--- config.mk ---
export PLATFORM = sky130hd
export DESIGN_NAME = dylock_key_issuer
export DESIGN_NICKNAME = d
export VERILOG_FILES = /design/src/rtl/dylock_pkg.sv /design/src/rtl/dylock_tk_map.sv /design/src/rtl/dylock_key_issuer.sv
export SDC_FILE = /design/constraint.sdc
export NUM_CORES = 1
export LEC_CHECK = 0
export ABC_AREA = 1
export BUFFER_PORTS_ARGS = -buffer_cell sky130_fd_sc_hd__clkbuf_2
export CORE_MARGIN = 2
export CORE_UTILIZATION = 55
export CTS_BUF_LIST = sky130_fd_sc_hd__clkbuf_8
export DETAILED_ROUTE_END_ITERATION = 7
export GPL_ROUTABILITY_DRIVEN = 0
export PLACE_DENSITY_LB_ADDON = 0.1
export SLEW_MARGIN = 20
export SYNTH_ARGS = -nofsm -noshare
export SYNTH_HDL_FRONTEND = slang
export SYNTH_SLANG_ARGS = --single-unit
--- constraint.sdc ---
create_clock -name clk -period 2.2 [get_ports clk]
set_input_delay 0.33 -clock clk [delete_from_list [all_inputs] [get_ports clk]]
set_output_delay 0.33 -clock clk [all_outputs]
set_load 0.01 [all_outputs]
--- src/rtl/dylock_pkg.sv ---
// Shared DyLock definitions: LFSR constants, the issuer state type and the
// 4-bit nonlinear map that the checker uses on every key nibble.
package dylock_pkg;

    localparam logic [15:0] LFSR_DEFAULT = 16'hACE1;
    // Feedback taps at bits 15, 13, 12 and 10
    localparam logic [15:0] LFSR_TAPS    = 16'hB400;

    typedef enum logic [1:0] {
        ST_IDLE  = 2'd0,
        ST_ISSUE = 2'd1,
        ST_DONE  = 2'd2
    } state_e;

    function automatic logic [3:0] nl_map(input logic [3:0] x);
        logic [3:0] y;
        case (x)
            4'h0: y = 4'h8;  4'h1: y = 4'h4;  4'h2: y = 4'hB;  4'h3: y = 4'h2;
            4'h4: y = 4'hE;  4'h5: y = 4'h1;  4'h6: y = 4'h7;  4'h7: y = 4'hC;
            4'h8: y = 4'h0;  4'h9: y = 4'hD;  4'hA: y = 4'h6;  4'hB: y = 4'h9;
            4'hC: y = 4'h3;  4'hD: y = 4'hF;  4'hE: y = 4'hA;  default: y = 4'h5;
        endcase
        return y;
    endfunction

    function automatic logic [15:0] lfsr_step(input logic [15:0] x);
        return {x[14:0], ^(x & LFSR_TAPS)};
    endfunction

endpackage

--- src/rtl/dylock_tk_map.sv ---
// Combinational transformed-key map: nl_map applied independently per nibble.
module dylock_tk_map
    import dylock_pkg::*;
(
    input  logic [15:0] key_i,
    output logic [15:0] tk_o
);

    for (genvar i = 0; i < 4; i++) begin : g_nib
        assign tk_o[4*i +: 4] = nl_map(key_i[4*i +: 4]);
    end

endmodule

--- src/rtl/dylock_key_issuer.sv ---
// Issues a burst of LFSR-generated keys with ready/valid handshake, presenting
// each key together with its registered transformed key.
module dylock_key_issuer
    import dylock_pkg::*;
(
    input  logic        clk,
    input  logic        rst_n,
    input  logic        start,
    input  logic        abort,
    input  logic [15:0] seed,
    input  logic [3:0]  burst_len,
    input  logic        key_ready,
    output logic [15:0] key_out,
    output logic [15:0] tk_out,
    output logic        key_valid,
    output logic        busy,
    output logic        done,
    output logic [4:0]  issued_cnt
);

    state_e      state_q, state_d;
    logic [15:0] lfsr_q, lfsr_d;
    logic [15:0] key_q, key_d;
    logic [15:0] tk_q, tk_d;
    logic [4:0]  cnt_q, cnt_d;
    logic [4:0]  len_q, len_d;
    logic        load;
    logic        xfer;
    logic [15:0] lfsr_nxt;
    logic [4:0]  cnt_inc;

    assign xfer     = (state_q == ST_ISSUE) && key_ready;
    assign lfsr_nxt = lfsr_step(lfsr_q);
    assign cnt_inc  = cnt_q + 5'd1;

    always_comb begin
        state_d = state_q;
        lfsr_d  = lfsr_q;
        key_d   = key_q;
        cnt_d   = cnt_q;
        len_d   = len_q;
        load    = 1'b0;
        case (state_q)
            ST_IDLE: begin
                if (start) begin
                    lfsr_d  = (seed == 16'h0000) ? LFSR_DEFAULT : seed;
                    key_d   = lfsr_d;
                    load    = 1'b1;
                    cnt_d   = 5'd0;
                    len_d   = (burst_len == 4'd0) ? 5'd16 : {1'b0, burst_len};
                    state_d = ST_ISSUE;
                end
            end
            ST_ISSUE: begin
                if (xfer) begin
                    lfsr_d = lfsr_nxt;
                    key_d  = lfsr_nxt;
                    load   = 1'b1;
                    cnt_d  = cnt_inc;
                end
                // Abort wins over completion; a coincident transfer is still counted
                if (abort)
                    state_d = ST_IDLE;
                else if (xfer && cnt_inc == len_q)
                    state_d = ST_DONE;
            end
            ST_DONE: state_d = ST_IDLE;
            default: state_d = ST_IDLE;
        endcase
    end

    // Map the next key so tk_out is registered alongside key_out
    dylock_tk_map u_tk_map (
        .key_i (key_d),
        .tk_o  (tk_d)
    );

    always_ff @(posedge clk or negedge rst_n) begin
        if (!rst_n) begin
            state_q <= ST_IDLE;
            lfsr_q  <= LFSR_DEFAULT;
            key_q   <= 16'h0000;
            tk_q    <= 16'h0000;
            cnt_q   <= 5'd0;
            len_q   <= 5'd16;
        end else begin
            state_q <= state_d;
            lfsr_q  <= lfsr_d;
            key_q   <= key_d;
            cnt_q   <= cnt_d;
            len_q   <= len_d;
            if (load)
                tk_q <= tk_d;
        end
    end

    assign key_out    = key_q;
    assign tk_out     = tk_q;
    assign issued_cnt = cnt_q;
    assign key_valid  = (state_q == ST_ISSUE);
    assign busy       = (state_q != ST_IDLE);
    assign done       = (state_q == ST_DONE);

endmodule
# After elaboration in Yosys (flattened, before gate mapping)
# Memory sizes are Yosys's and may differ from the RTL's. A register that Yosys moved wholly into a read port is not among the register bits.
# Cells that the tools add are included.
[classes] add_sub_neg=1 multipliers=0 n_div=0 order_cmp=0 n_eq_ne=6 shifts=0 mux=18 bitwise=0 reduce_logical=15
[ops] cell="16-bit two-way mux" count=5
[ops] cell="16-bit one-hot mux with 2 select lines" count=2
[ops] cell="16-bit zero test" count=1
[ops] cell="16-bit parity" count=1
[ops] cell="5-bit two-way mux" count=3
[ops] cell="5-bit one-hot mux with 2 select lines" count=1
[ops] cell="2-bit two-way mux" count=3
[ops] cell="5-bit by 1-bit adder with 5-bit output (second input constant)" count=1
[ops] cell="5-bit equality test" count=1
[ops] cell="1-bit zero test" count=4
[ops] cell="4-bit zero test" count=1
[ops] cell="2-bit one-hot mux with 2 select lines" count=1
[ops] cell="2-bit AND reduction" count=2
[ops] cell="2-bit nonzero test" count=2
[ops] cell="3-bit by 2-bit != test with 1-bit output (second input constant)" count=1
[ops] cell="3-bit AND reduction" count=1
[ops] cell="2-bit by 1-bit equality test with 1-bit output (second input constant)" count=1
[ops] cell="2-bit equality test (second input constant)" count=1
[ops] cell="1-bit logical AND" count=2
[ops] cell="2-bit zero test" count=1
[ops] cell="1-bit two-way mux" count=2
[ops] cell="2-bit by 1-bit != test with 1-bit output (second input constant)" count=1
[ops] cell="2-bit != test (second input constant)" count=1
[ops] cell="1-bit one-hot mux with 2 select lines" count=1
[word_totals] regBits=44 latchBits=0 ram_bits=0 rom_bits=256 out_inout_bits=40 wordCells=49 mem_count=4
[mem_list] memory="(name not given)" words=16 width=4 rd=1 rd_clocked_by_memory_dff=1 write_ports=0 line_no="dylock_pkg.sv:17" source="case (x)"
[mem_list] memory="(name not given)" words=16 width=4 rd=1 rd_clocked_by_memory_dff=1 write_ports=0 line_no="dylock_pkg.sv:17"
[mem_list] memory="(name not given)" words=16 width=4 rd=1 rd_clocked_by_memory_dff=1 write_ports=0 line_no="dylock_pkg.sv:17"
[mem_list] memory="(name not given)" words=16 width=4 rd=1 rd_clocked_by_memory_dff=1 write_ports=0 line_no="dylock_pkg.sv:17"

# Depth between registers and ports, before layout
[depth] word_depth=6 ltp_mapped=18 ltp_nobuf=17

# By module
# A second synthesis with hierarchy kept.
[unflattened] cells_unflattened=486 area_unflattened_um2=3534.6
[modules_own_cells] mod="dylock_key_issuer" n_inst=1 cells_per_inst=313 area_each_um2=2650.0
[modules_own_cells] mod="dylock_tk_map" n_inst=1 cells_per_inst=173 area_each_um2=884.6

# Least setup slack after synthesis
# OpenSTA, ideal clock, no wires.
[synth_path] path_type="reg2reg" from="register lfsr_q[13]" to="register tk_q[3], in the netlist tk_out[3]" arrival_time_ns=1.923 setup_slack_ns=0.160 path_stages_with_launch=14 cell_sequence="dfstp_2 > inv_1 > nand2_1 > nand2_1 > nand2_1 > inv_1 > o21ai_0 > nand3_2 > ha_1 > or2_4 > nand3_1 > nand2_1 > nand2_1 > nand2_1"
[synth_via] elab_chain_len=3
[synth_lines] element="start: declaration" line_no="dylock_key_issuer.sv:22" source="logic [15:0] lfsr_q, lfsr_d;"
[synth_lines] element="start signal: assignment" line_no="dylock_key_issuer.sv:88" source="lfsr_q <= lfsr_d;"
[synth_lines] element="16-bit parity" line_no="dylock_pkg.sv:27" source="return {x[14:0], ^(x & LFSR_TAPS)};"
[synth_lines] element="16-bit two-way mux" line_no="dylock_key_issuer.sv:55" source="if (xfer) begin"
[synth_lines] element="16-bit one-hot mux with 2 select lines" line_no="dylock_key_issuer.sv:43" source="case (state_q)"
[synth_lines] element="via key_d[0]" line_no="dylock_key_issuer.sv:23" source="logic [15:0] key_q, key_d;"
[synth_lines] element="end: declaration" line_no="dylock_key_issuer.sv:24" source="logic [15:0] tk_q, tk_d;"
# The timed path passes the listed nets, and every way through them passes these cells.
# A chain may end at the register's enable or synchronous reset.

# Worst setup path after layout
[layout_path] from="register state_q[0]" to="register tk_q[10], in the netlist tk_out[10]"
[layout_via] elab_chain_len=4 elab_cells_between_ends=7 cone_classes="eq/ne: 1; mux: 4; reduce/logical: 2"
[layout_lines] element="start: declaration" line_no="dylock_key_issuer.sv:21" source="state_e state_q, state_d;"
[layout_lines] element="start signal: assignment" line_no="dylock_key_issuer.sv:87" source="state_q <= state_d;"
[layout_lines] element="2-bit by 1-bit equality test with 1-bit output" line_no="dylock_key_issuer.sv:32, dylock_key_issuer.sv:43"
[layout_lines] element="1-bit logical AND" line_no="dylock_key_issuer.sv:32" source="assign xfer = (state_q == ST_ISSUE) && key_ready;"
[layout_lines] element="16-bit two-way mux" line_no="dylock_key_issuer.sv:55"
[layout_lines] element="16-bit one-hot mux with 2 select lines (*)" line_no="dylock_key_issuer.sv:43"
[layout_lines] element="via key_d[8]" line_no="dylock_key_issuer.sv:23"
# The timed path passes the listed nets; every way through them passes the cells marked *.

==> out/metrics.cfg <==
[run_status]
status = finished, final reports clean

[sta]
period_share_pct = 97.5
max_slew.worst_pin.slew_ps = 573
drv_slew = 0
rsz0062_at_grt = true
fin_crit_ps = 2150
finalClockSkew_ps = 4.33
hold_viol = 0
fmaxAchievable_ghz = 0.466
relSlewSlack_pct = 61.8
setup_viol = 0
setup_ws_ps = 54.5

[critical_path]
crit_buf_inv = 2
cp-endpoint = tk_out[10]$_DFFE_PN0P_
path_delay_family = simple AND/OR/NAND/NOR gates
r2r-end = tk_out[10]$_DFFE_PN0P_
r2r-start = state_q[0]$_DFFE_PN0P_
crit_path_start_kind = flop
worstSetupPathDepth = 12
critPathKind = reg -> reg
crit_path_max_fanout = 10
r2r.worst_path.cells = 12
cp.arrival_ps = 2370
crit_path_cell_trace = inv_2 > nand3_1 > buf_4 > nor2_1 > a21oi_1 > nand2_2 > ha_1 > nand4_1 > nand3_1 > nand2_1 > nand2_1 > nand2_1
crit_slowest_cell = dfrtp_1
worstSetupEndpointType = flop
crit_start = state_q[0]$_DFFE_PN0P_
cp_data_required_time_ps = 2430
max_stage_delay_ps = 400
reg2reg_slack_ps = 50
crit_top_cell = nand2_1

[job]
max_cap_violations = 0

[synthesis]
syn_area_mm2 = 0.00354
ys_ff_latch = 60
avgSynthCellArea_um2 = 7.70
yosysWarnings = 0
synth_seq_area_share_pct = 42.7
dominantRegCellSynth = dfrtp_1
synth_async_sr_flop_share_pct = 100
synth_cells = 460
synth-edff-count = 0
synth_cell_types = 36
synth_nets = 504

[power_and_ir_drop]
vdd_drop_max_v = 0.000723
pwr_density_cell_mw_per_mm2 = 1300
leakage_nw = 2.45
p_total_mw = 5.70

[finish]
nFillCells = 522
n_antenna_cell = 0
seqCellArea_mm2 = 0.00151
post-route-util_pct = 69.7
fin_area_mm2 = 0.00438
fin_nets = 592
syn2layout_area_growth_pct = 23.6
multiInputGateArea_mm2 = 0.00177
drive_gt1_share_pct = 26.9

[floorplan]
core-area_mm2 = 0.00628
core.rowCount = 29
start_util_pct = 56.4
die_h_um = 84.3
die-area_mm2 = 0.00710
die_w_um = 84.3
top_level_ports = 65

[clock_tree]
cts_made_buffers = 9
clock_latency_ps = 340
numClockSinks = 60
htree_num_levels = 3
clk_path_buf_depth = 2
cts-root-buf = clkbuf_8
cts_tree = built
clk_pin_slew_worst_paths_ps = 70

[global_route]
grtUsageTotal_pct = 24.3
first_global_vias = 2951
grt_max_degree = 41
grt.overflow.total = 0
antenna_found_initial = 0
grt_first_pass_wirelength_um = 13800

[detailed_routing]
antenna_left = 0
drc = 0
viasPerCell = 5.13
drt_iter0_drc = 189
num_vias = 3229
wl_per_cell_um = 13.5
routed_wl_um = 8480
dr.pass1.iters = 5

[hold_path]
hold_path_depth = 4
hold_path.class = in -> reg

[placed_design]
hpwl_um = 5970
place_area_mm2 = 0.00403
io_buffer_count = 64
dp_worst_setup_slack_ps = 67.0

[layout make-up]
cell class / instances / area share, %
inverter: 69 / 5.97
clock buffer: 11 / 3.46
timing repair buffer: 87 / 12.5
sequential: 60 / 34.6
clock inverter: 5 / 1.03
tap: 77 / 2.20
multi-input combinational: 321 / 40.3
[through the flow]
stage | setup TNS (ps) | hold WS, ps | instances
floorplan | 0 | 34.4 | 460
detailed placement | 0 | 346 | 608
CTS | 0 | 229 | 625
global placement | 0 | 337 | 608
finish | 0 | 230 | 630
global route | -85.7 | 236 | 630
[cells in the final DEF, fill, tap and decap left out, types with 6 or more instances in the layout]
cell type and instances:
a21oi_1 6, buf_4 18, clkbuf_2 64, clkbuf_8 11
dfrtp_1 51, dfstp_2 9, ha_1 18, inv_1 68
nand2_1 156, nand2_2 8, nand3_1 19, nand4_1 12
nor2_1 33, o21ai_0 17
[what timing repair did]
action | 4_1_cts | 5_1_grt
resized for setup | 0 | 15
endpoints found under the hold margin | 18 | 0
hold buffers | 1 | 0
setup endpoints to repair | 0 | 11
buffers inserted | 0 | 5
[where the power goes]
| group | switching [mW] | internal [mW] | total, mW |
|---|---|---|---|
| registers | 0.271 | 1.60 | 1.87 |
| clock network | 0.417 | 0.569 | 0.986 |
| logic | 1.72 | 1.13 | 2.85 |
[state kept, by name, indices dropped and copies added (netlist names)]
register and cells:
lfsr_q 16, state_q 2, tk_out 16, len_q 5, key_out 16, issued_cnt 5
[how the worst min path moves through the flow]
stage / startpoint / endpoint / slack, ps
6_report: burst_len[0] / len_q[4]$_DFFE_PN1P_ / 230
5_1_grt: burst_len[0] / len_q[4]$_DFFE_PN1P_ / 240
4_1_cts: burst_len[0] / len_q[4]$_DFFE_PN1P_ / 230
3_5_place_dp: rst_n / len_q[2]$_DFFE_PN0P_ / 350
3_3_place_gp: rst_n / issued_cnt[2]$_DFFE_PN0P_ / 340
2_1_floorplan: rst_n / issued_cnt[0]$_DFFE_PN0P_ / 30
[per-layer routing]
metal / track usage (%) / vias up / share of wire, % / wire length [um]
met3: 4.42 / 17 / 4.4 / 373
li1: - / 1620 / - / -
met2: 38.3 / 90 / 48 / 4040
met1: 33.5 / 1502 / 46 / 3890
met5: 0 / - / 0 / 0
met4: 9.38 / 0 / 2.1 / 182
[worst min-delay path: stages]
cell,delay [ps]
clkbuf_2,80
inv_1,40
nand4_1,80
nand2_1,50
[cell families (layout without fill, tap and decap cells)]
family | Yosys count | in the layout | share of synthesized area, %
simple gates | 245 | 245 | 30.8
buf+inv | 79 | 172 | 9.29
flops | 60 | 60 | 42.7
compound gates | 51 | 51 | 9.07
fa+ha+maj | 19 | 19 | 6.71
xor+xnor | 6 | 6 | 1.48
[cell usage after synthesis (all sizes together), types with 7 or more instances]
| library cell | number | share of area, % |
|---|---|---|
| nand2 | 166 | 19 |
| inv | 69 | 7.3 |
| dfrtp | 51 | 36 |
| nor2 | 42 | 6.0 |
| o21ai | 25 | 4.0 |
| nand3 | 22 | 3.5 |
| ha | 19 | 6.7 |
| a21oi | 12 | 2.2 |
| nand4 | 12 | 2.1 |
| dfstp | 9 | 6.7 |
| buf | 7 | 1.7 |
Power figures use the tool's default switching activity.
